`src/rtl/cpu_pkg.sv`:
```
// Shared definitions for the pipeline control slice.
package cpu_pkg;

  typedef enum logic [1:0] {
    RUN   = 2'd0,
    MEMW  = 2'd1,
    FLUSH = 2'd2
  } state_e;

  // Opcode the staging registers load when they insert a bubble or flush.
  localparam logic [3:0] NOP_OPC = 4'b1100;

  localparam int FLUSH_CYCLES_DEF = 2;

endpackage

```
`src/rtl/sat_counter.sv`:
```
// Saturating up-counter used for the stall and flush performance counters.
module sat_counter #(
  parameter int CNT_W = 16
) (
  input  logic             clk,
  input  logic             rst,
  input  logic             inc,
  output logic [CNT_W-1:0] q
);

  logic [CNT_W-1:0] cnt_q, cnt_d;

  // Increment on a qualifying cycle, stick at all-ones.
  always_comb begin
    cnt_d = cnt_q;
    if (inc && (cnt_q != '1)) cnt_d = cnt_q + 1'b1;
  end

  // Count register, cleared only by reset.
  always_ff @(posedge clk or posedge rst) begin
    if (rst) cnt_q <= '0;
    else     cnt_q <= cnt_d;
  end

  assign q = cnt_q;

endmodule

```
`src/rtl/pipe_ctrl.sv`:
```
// Pipeline sequencing controller: memory freeze, load-use bubble and
// taken-branch flush for the 4-stage CPU, with saturating perf counters.
//
//   state | meaning
//   RUN   | normal issue; evaluates mem-stall > branch > load-use > normal
//   MEMW  | pipe frozen waiting for mem_ready
//   FLUSH | branch held high for the remaining fc cycles
import cpu_pkg::*;

module pipe_ctrl #(
  parameter int FLUSH_CYCLES = FLUSH_CYCLES_DEF,
  parameter int CNT_W        = 16
) (
  input  logic             clk,
  input  logic             rst,
  input  logic [3:0]       id_src0,
  input  logic             id_src0_vld,
  input  logic [3:0]       id_src1,
  input  logic             id_src1_vld,
  input  logic [3:0]       ex_dst,
  input  logic             ex_wrx,
  input  logic             ex_memrd,
  input  logic             mem_req,
  input  logic             mem_ready,
  input  logic             br_taken,
  output logic             pc_en,
  output logic             ifid_ld_en,
  output logic             idex_ld_en,
  output logic             hazard,
  output logic             branch,
  output logic             busy,
  output logic [CNT_W-1:0] stall_cnt,
  output logic [CNT_W-1:0] flush_cnt
);

  localparam logic [2:0] FC_INIT = 3'(FLUSH_CYCLES - 1);

  state_e     state_q, state_d;
  logic [2:0] fc_q, fc_d;
  logic       lu, mem_stall, run_eval;

  assign lu = ex_memrd & ex_wrx &
              ((id_src0_vld & (id_src0 == ex_dst)) |
               (id_src1_vld & (id_src1 == ex_dst)));
  assign mem_stall = mem_req & ~mem_ready;

  // Next state and Mealy outputs; everything forced low while in reset.
  always_comb begin
    state_d    = state_q;
    fc_d       = fc_q;
    pc_en      = 1'b0;
    ifid_ld_en = 1'b0;
    idex_ld_en = 1'b0;
    hazard     = 1'b0;
    branch     = 1'b0;
    busy       = 1'b0;
    run_eval   = 1'b0;
    if (!rst) begin
      busy = (state_q != RUN);
      case (state_q)
        RUN: begin
          if (mem_stall) state_d = MEMW;
          else           run_eval = 1'b1;
        end
        MEMW: begin
          if (mem_ready) run_eval = 1'b1;
        end
        FLUSH: begin
          branch = 1'b1;
          if (!mem_stall) begin
            pc_en      = 1'b1;
            ifid_ld_en = 1'b1;
            idex_ld_en = 1'b1;
            if (fc_q <= 3'd1) begin
              state_d = RUN;
              fc_d    = 3'd0;
            end else begin
              fc_d = fc_q - 3'd1;
            end
          end
        end
        default: state_d = RUN;
      endcase
      // RUN decision, also used by MEMW in the cycle memory completes.
      if (run_eval) begin
        state_d = RUN;
        if (br_taken) begin
          pc_en      = 1'b1;
          ifid_ld_en = 1'b1;
          idex_ld_en = 1'b1;
          branch     = 1'b1;
          if (FLUSH_CYCLES > 1) begin
            state_d = FLUSH;
            fc_d    = FC_INIT;
          end
        end else if (lu) begin
          idex_ld_en = 1'b1;
          hazard     = 1'b1;
        end else begin
          pc_en      = 1'b1;
          ifid_ld_en = 1'b1;
          idex_ld_en = 1'b1;
        end
      end
    end
  end

  // State and flush-count registers.
  always_ff @(posedge clk or posedge rst) begin
    if (rst) begin
      state_q <= RUN;
      fc_q    <= 3'd0;
    end else begin
      state_q <= state_d;
      fc_q    <= fc_d;
    end
  end

  sat_counter #(.CNT_W(CNT_W)) u_stall_cnt (
    .clk (clk),
    .rst (rst),
    .inc (~pc_en),
    .q   (stall_cnt)
  );

  sat_counter #(.CNT_W(CNT_W)) u_flush_cnt (
    .clk (clk),
    .rst (rst),
    .inc (branch),
    .q   (flush_cnt)
  );

endmodule

```
`config.mk`:
```
export PLATFORM = sky130hd
export DESIGN_NAME = pipe_ctrl
export DESIGN_NICKNAME = d
export VERILOG_FILES = /design/src/rtl/cpu_pkg.sv /design/src/rtl/sat_counter.sv /design/src/rtl/pipe_ctrl.sv
export SDC_FILE = /design/constraint.sdc
export NUM_CORES = 1
export LEC_CHECK = 0
export CAP_MARGIN = 15
export CORE_MARGIN = 3
export CORE_UTILIZATION = 45
export CTS_CLUSTER_SIZE = 24
export DETAILED_ROUTE_END_ITERATION = 16
export GPL_TIMING_DRIVEN = 0
export PLACE_DENSITY = 0.76
export SLEW_MARGIN = 20
export SYNTH_ARGS = -nofsm -noshare
export SYNTH_HDL_FRONTEND = slang
export SYNTH_HIERARCHICAL = 1
export SYNTH_SLANG_ARGS = --single-unit
```
`constraint.sdc`:
```
create_clock -name clk -period 6.2 [get_ports clk]
set_input_delay 1.55 -clock clk [delete_from_list [all_inputs] [get_ports clk]]
set_output_delay 1.55 -clock clk [all_outputs]
set_load 0.005 [all_outputs]
```
* Word level (Yosys, flattened, before mapping)
Index checks and enable logic that the tools add are counted.
W data, S select, Z words.
** Storage, ports and cells
- Register bits after elaboration :: 37
- Latch bits :: 0
- Memory bits (writable) :: 0
- Memory bits (read-only) :: 0
- Output and inout bits :: 38
- Logic and storage cells :: 63
- Memories kept :: 0
** Operators by class
- $add $sub $neg :: 3
- $mul :: 0
- Divide/modulo/power cells :: 0
- $lt $le $gt $ge :: 1
- Equality and inequality tests :: 10
- Shift-type cells :: 0
- Muxes and demuxes :: 31
- Bitwise logic cells :: 9
- Reductions and logical operators :: 5
** Operators by type and width (number)
- $add A16 B1 Y16 const B :: 2
- $ne A16 B16 Y1 const B :: 2
- $mux W1 :: 19
- $mux W3 :: 5
- $mux W2 :: 5
- $ne A3 B3 Y1 const B :: 3
- $eq A4 B4 Y1 :: 2
- $pmux W2 S3 :: 1
- $and A1 B1 Y1 :: 5
- $reduce_and A5 Y1 :: 1
- $le A3 B1 Y1 const B :: 1
- $not A1 Y1 :: 3
- $sub A3 B1 Y3 const B :: 1
- $eq A2 B1 Y1 const B :: 1
- $eq A2 B2 Y1 const B :: 1
- $logic_and A1 B1 Y1 :: 2
- $logic_not A2 Y1 :: 1
- $ne A2 B2 Y1 const B :: 1
- $pmux W1 S2 :: 1
- $reduce_bool A2 Y1 :: 1
- $or A1 B1 Y1 :: 1

* Longest topological paths before layout
Gate-level depths: netlist (run 1).
- Depth in word-level cells :: 10
- Depth in mapped cells :: 8

* Cells and area by module
The synthesis (run 1) kept the hierarchy.
** By module, submodules not included
- sat_counter :: instances 2, cells each 71, area each 805.8 sq um, seq. area each 400.4 sq um
- pipe_ctrl :: instances 1, cells each 59, area each 481.7 sq um, seq. area each 125.1 sq um

* Worst setup path after synthesis (run 1)
Ideal clock, no wire load.
- Path type :: in2out
- From :: input port br_taken
- To :: output port pc_en
- Data arrival time :: 2.328 ns
- Required time :: 4.650 ns
- Setup slack :: 2.322 ns
- Stages on the path :: 5
- Buffers on the path :: 1
- Cells stage by stage :: and4bb_2 > nand4_1 > o22ai_1 > nor2b_1 > buf_4
** Between the ends
- Longest elaborated chain between the ends :: 3
** Ends and longest elaborated chain
- start, declared :: line pipe_ctrl.sv:25 : input logic br_taken,
- $mux W1 (3 in a row)
- end, declared :: line pipe_ctrl.sv:26 : output logic pc_en,
No other way between the ends.

* Final worst setup path (run 1)
- From :: input port mem_req
- To :: output port branch
** Between the ends
- Longest elaborated chain between the ends :: 6
** Ends and longest elaborated chain
- start, declared :: line pipe_ctrl.sv:23 : input logic mem_req,
- $and A1 B1 Y1 :: line pipe_ctrl.sv:45 : assign mem_stall = mem_req & ~mem_ready;
- $mux W1 :: line pipe_ctrl.sv:62 : if (mem_stall) state_d = MEMW;
- $pmux W1 S2 :: line pipe_ctrl.sv:60 : case (state_q)
- $mux W1 :: line pipe_ctrl.sv:58 : if (!rst) begin
- $mux W1 :: line pipe_ctrl.sv:85 : if (run_eval) begin
- $mux W1 :: line pipe_ctrl.sv:58
- end, declared :: line pipe_ctrl.sv:30 : output logic branch,
No other way between the ends. The select of a mux whose other input is x is not followed.

==> results.ini, run 1 <==
[outcome]
outcome = finished, final reports clean

[yosys]
syn_area_mm2 = 0.00209
synth.area.top_cells = dfrtp_1, xnor2_1, nand3_1
synth_top_family_by_area = simple AND/OR/NAND/NOR gates
synth-adder-area-share = 0.0239
async_flop_share = 1.00
ys_seq_area_frac = 0.442
syn_nets = 226
netlist.area_leader.share = 0.442
yosysMostFrequentCell = dfrtp_1
yosys.area.top_type = dfrtp_1
synthSimpleGateAreaFrac = 0.302
synthFlopType = dfrtp_1
synth-seq-cells = 37
synth_xor_area_frac = 0.126
synth-warning-count = 6
avgSynthCellArea_um2 = 10.4
synth_edf_count = 0
synth_compound_area_frac = 0.0586
synth.distinct_cells = 36
syn_inst = 201
ys_top_cells_by_count = dfrtp_1, xnor2_1, nand3_1
synthMuxAreaShare = 0.0311

[power_and_ir_drop]
p_leak_nw = 1.21
p_comb_frac = 0.318
switching_share = 0.307
power.switching_mw = 0.258
power.density_mw_per_mm2 = 294
peakVddDrop_v = 0.000272
p_clk_frac = 0.254
power_frac_seq = 0.428
p_int_mw = 0.581

[critical_path]
start_kind = primary input
criticalPathCategory = in2out
r2r_slack_ns = 3.77
r2r-start = state_q[1]
reg2reg_depth = 8
critical_path_arrival_ns = 3.40
worstPathRequired_ns = 4.65
end_kind = output pin
r2r-end = u_stall_cnt/q[14]
crit_fanout = 7

[clocking]
clkSinkCount = 37
clock_path_buffers = 2
hold_buffers = 0
cts_root_buf = clkbuf_8
postCtsSetupBuffers = 0
cts_resized = 0
clkTransAtPathRegs_ns = 0.07
htreeDepth = 2
cts_tree = done
cts_made_buffers = 5
clk_latency_ns = 0.29

[placed_design]
gp_congestion = 0.781
port-buffer-count = 58
dp_hpwl_um = 3590
placed_cell_area_mm2 = 0.00274

[min_path]
hp-class = reg2reg
hold_path_depth = 1
min_from = u_flush_cnt/q[15]
hold_end = u_flush_cnt/q[15]

[sta]
timing.slew.headroom = 0.578
hold_viol_final = 0
tns_ns = 0
drv_slew = 0
rsz0062_at_grt = no
fin_crit_ns = 4.95
fmax_mhz = 202
finalClockSkew_ns = 0.00876
worst_pin_slew_ns = 0.632
min_period_over_period = 0.798
report.final.setup_viol = 0

[detailed_routing]
routed_wl_um = 4620
drtIter0Drc = 109
detail-route-antenna-nets = 0
post_drt_wl_per_cell_um = 14.5
drcViolationCount = 0
via_per_inst = 5.44
drtPass1Iterations = 4
vias = 1735

[final_layout]
drive_above_1_share = 0.109
diodes = 0
area_delta_synth_final_pct = 36.4
final_area_mm2 = 0.00286
nets = 291

[floorplan]
rows = 24
dieArea_mm2 = 0.00551
io_pins = 59
die_y_um = 74.2
initial_core_util = 0.474
die_x_um = 74.2
core_mm2 = 0.00441

[flow_run]
drv_cap = 0

[grt]
grt_util_all_layers = 0.189
grt_pass1_vias = 1741
grt_max_degree = 17
grt_overflow_total = 0
grt_pass1_wl_um = 7980
antenna_found_initial = 0

==> state kept, by name, indices dropped and copies added (netlist names) <==
| register | flops |
|---|---|
| u_stall_cnt/q | 16 |
| state_q | 2 |
| fc_q | 3 |
| u_flush_cnt/q | 16 |
==> worst max path at each step <==
| stage | startpoint | depth (start not counted) | to | slack (ns) |
|---|---|---|---|---|
| 4_1_cts | mem_ready | 5 | branch | 1.27 |
| 3_5_place_dp | mem_req | 5 | branch | 1.29 |
| 2_1_floorplan | br_taken | 5 | pc_en | 2.32 |
| 3_3_place_gp | mem_ready | 5 | branch | 1.25 |
| 6_report | mem_req | 5 | branch | 1.25 |
| 5_1_grt | mem_ready | 5 | branch | 1.11 |
==> power by group through the flow <==
| stage | logic [mW] | clock network (mW) | registers, mW |
|---|---|---|---|
| after floorplan | 0.135 | 0 | 0.352 |
| after global placement | 0.258 | 0 | 0.361 |
| after detailed placement | 0.267 | 0 | 0.363 |
| after CTS | 0.270 | 0.218 | 0.360 |
| after global routing | 0.299 | 0.230 | 0.372 |
| final | 0.267 | 0.213 | 0.359 |
==> worst max-delay path: stages <==
cell	delay, ns
clkdlybuf4s50_1	0.45
o21bai_1	0.28
nand2_1	0.08
a21oi_1	0.44
clkdlybuf4s50_1	0.60
==> layout make-up <==
cell class / count / area [um^2]
Fill cell: 382 / 1560
Clock inverter: 1 / 30.0
Multi-Input combinational cell: 156 / 1130
Timing Repair Buffer: 58 / 581
Sequential cell: 37 / 926
Tap cell: 52 / 65.1
Inverter: 7 / 26.3
Buffer: 1 / 7.51
Clock buffer: 7 / 86.3
==> stage by stage <==
step           power, mW  hold slack [ns]  instances  setup WS, ns   util
6_report           0.839            0.513        319          1.25  0.647
3_3_place_gp       0.619            0.499        311          1.25  0.620
3_5_place_dp       0.630            0.504        311          1.29  0.620
2_1_floorplan      0.488            0.493        201          2.32      -
4_1_cts            0.847            0.513        319          1.27  0.647
5_1_grt            0.900            0.551        319          1.11  0.647
==> cell usage in the layout, fill, tap and decap left out, drive strengths merged, types with 2 or more instances in the layout <==
master	n
nand2	16
inv	7
nor2b	3
clkbuf	7
xnor2	30
o21ai	2
mux2i	2
nand4	16
o21bai	2
or3	2
nand3	16
o21a	2
and2	3
a21oi	12
and3	11
nor2	9
ha	4
mux2	4
clkdlybuf4s50	58
nand2b	4
dfrtp	37
nor4	2
and4	8
==> routing by layer <==
metal,global-route usage,vias up,wire [um]
met4,0.0624,0,80
met1,0.232,838,2000
li1,-,849,-
met3,0.0473,7,210
met5,0,-,0
met2,0.323,41,2330
==> cell families (layout without fill, tap and decap cells) <==
family | Yosys count | in the layout
compound gates | 21 | 21
xor+xnor | 30 | 30
fa+ha+maj | 4 | 4
buf+inv | 8 | 74
flops | 37 | 37
mux | 6 | 6
simple gates | 95 | 95
Power figures use the tool's default switching activity.
==> run 2, diff against run 1 <==
--- a/config.mk
+++ b/config.mk
@@ -7,7 +7,7 @@
 export LEC_CHECK = 0
 export CAP_MARGIN = 15
 export CORE_MARGIN = 3
-export CORE_UTILIZATION = 45
+export CORE_UTILIZATION = 43
 export CTS_CLUSTER_SIZE = 24
 export DETAILED_ROUTE_END_ITERATION = 16
 export GPL_TIMING_DRIVEN = 0
==> constraint.sdc (replaced) <==
create_clock -name clk -period 4 [get_ports clk]
set_input_delay 1 -clock clk [delete_from_list [all_inputs] [get_ports clk]]
set_output_delay 1 -clock clk [all_outputs]
set_load 0.005 [all_outputs]
==> results.ini, run 2 (same netlist as run 1, synthesis figures left out) <==
[outcome]
outcome = finished, final reports clean

[detailed_routing]
vias = 1722
post_drt_wl_per_cell_um = 13.3
drtIter0Drc = 76
drtPass1Iterations = 4
via_per_inst = 5.20
detail-route-antenna-nets = 0
drcViolationCount = 0
routed_wl_um = 4390

[critical_path]
crit_fanout = 4
end_kind = output pin
worstPathRequired_ns = 3.00
cp_common_cell = clkdlybuf4s50_1
cp_num_buf_inv = 2
cp_slowest_cell = clkdlybuf4s50_1
crit_family = buffers and inverters
slowest_delay_ns = 0.52
critical_path_arrival_ns = 2.76
path_cells = clkdlybuf4s50_1 > o21bai_1 > nand4_1 > o22ai_1 > and2_1 > clkdlybuf4s50_1
start_kind = primary input
criticalPathCategory = in2out

[grt]
grt_max_degree = 17
grt_pass1_wl_um = 7310
grt_overflow_total = 0
grt_pass1_vias = 1636
antenna_found_initial = 0
grt_util_all_layers = 0.165

[power_and_ir_drop]
peakVddDrop_v = 0.000352
p_leak_nw = 1.20
p_clk_frac = 0.242
switching_share = 0.309
finalPower_mw = 1.27
power.switching_mw = 0.393
p_comb_frac = 0.321
p_int_mw = 0.878
power.density_mw_per_mm2 = 444
power_frac_seq = 0.437

[sta]
fin_crit_ns = 3.76
min_period_over_period = 0.941
tns_ns = 0
timing.slew.headroom = 0.580
report.final.setup_viol = 0
fmax_mhz = 266
worst_pin_slew_ns = 0.629
finalClockSkew_ns = 0.00775
drv_slew = 0
hold_viol_final = 0
rsz0062_at_grt = no

[floorplan]
die_y_um = 75.8
core_mm2 = 0.00453
dieArea_mm2 = 0.00574
initial_core_util = 0.462
rows = 24
io_pins = 59
die_x_um = 75.8

[clocking]
htreeDepth = 2
clk_latency_ns = 0.29
cts_made_buffers = 5
cts_root_buf = clkbuf_8
cts_tree = done
clock_path_buffers = 2
postCtsSetupBuffers = 0
clkSinkCount = 37
clkTransAtPathRegs_ns = 0.07

[final_layout]
nets = 291
diodes = 0
layout_common_cells = clkdlybuf4s50_1, dfrtp_1, xnor2_1
drive_above_1_share = 0.113
final_common_cell = clkdlybuf4s50_1
area_delta_synth_final_pct = 36.8
n_fill_cell = 374

[flow_run]
drv_cap = 0

[min_path]
hp-class = reg2reg

[placed_design]
dp_hpwl_um = 3380
port-buffer-count = 58
gp_congestion = 0.787

## run 2: what timing repair did
| action | CTS | global route |
|---|---|---|
| gates resized for setup | 0 | 1 |
| setup endpoints to repair | 0 | 1 |
| hold buffers | 0 | 0 |
## run 2: routing by layer
layer,GRT usage,part of all wire,vias up
met5,0,0,-
met2,0.279,0.49,35
li1,-,-,857
met1,0.208,0.46,823
met4,0.0524,0.014,0
met3,0.0396,0.033,7
## run 2: layout make-up
class | count | area (um^2) | area share
buffer | 1 | 7.51 | 0.00262
sequential | 37 | 926 | 0.323
clock inverter | 2 | 35.0 | 0.0122
tap | 65 | 81.3 | 0.0284
clock buffer | 5 | 68.8 | 0.0240
inverter | 7 | 26.3 | 0.00918
multi-input combinational | 156 | 1140 | 0.397
timing repair buffer | 58 | 581 | 0.203
## run 2: power groups by stage
stage / Sequential (mW) / Clock (mW) / Combinational, mW
floorplan: 0.546 / 0 / 0.210
CTS: 0.556 / 0.317 / 0.414
finish: 0.555 / 0.307 / 0.408
detailed placement: 0.560 / 0 / 0.409
global placement: 0.559 / 0 / 0.400
global route: 0.572 / 0.332 / 0.453
## run 2: metrics by stage
step	worst slack, ns	utilization	area (um^2)	hold WS (ns)	std cells
final	0.238	0.631	2860	0.509	331
after global routing	0.0681	0.631	2860	0.548	331
after CTS	0.130	0.631	2860	0.514	331
after detailed placement	0.149	0.608	2760	0.505	324
after global placement	0.175	0.608	2760	0.503	324
after floorplan	1.22	-	2090	0.493	201
## run 2: path summary, 6_finish.rpt
check | slack (ns) | endpoint | cells after the start | startpoint
max in group asynchronous | 2.28 | u_flush_cnt/q[14] | 2 | rst
min reg2reg | 0.51 | u_stall_cnt/q[15] | 1 | u_stall_cnt/q[15]
min | 0.51 | u_stall_cnt/q[15] | 1 | u_stall_cnt/q[15]
max | 0.24 | hazard | 6 | mem_ready
max reg2reg | 1.60 | u_stall_cnt/q[14] | 8 | state_q[0]
min in group asynchronous | 1.17 | fc_q[1] | 2 | rst
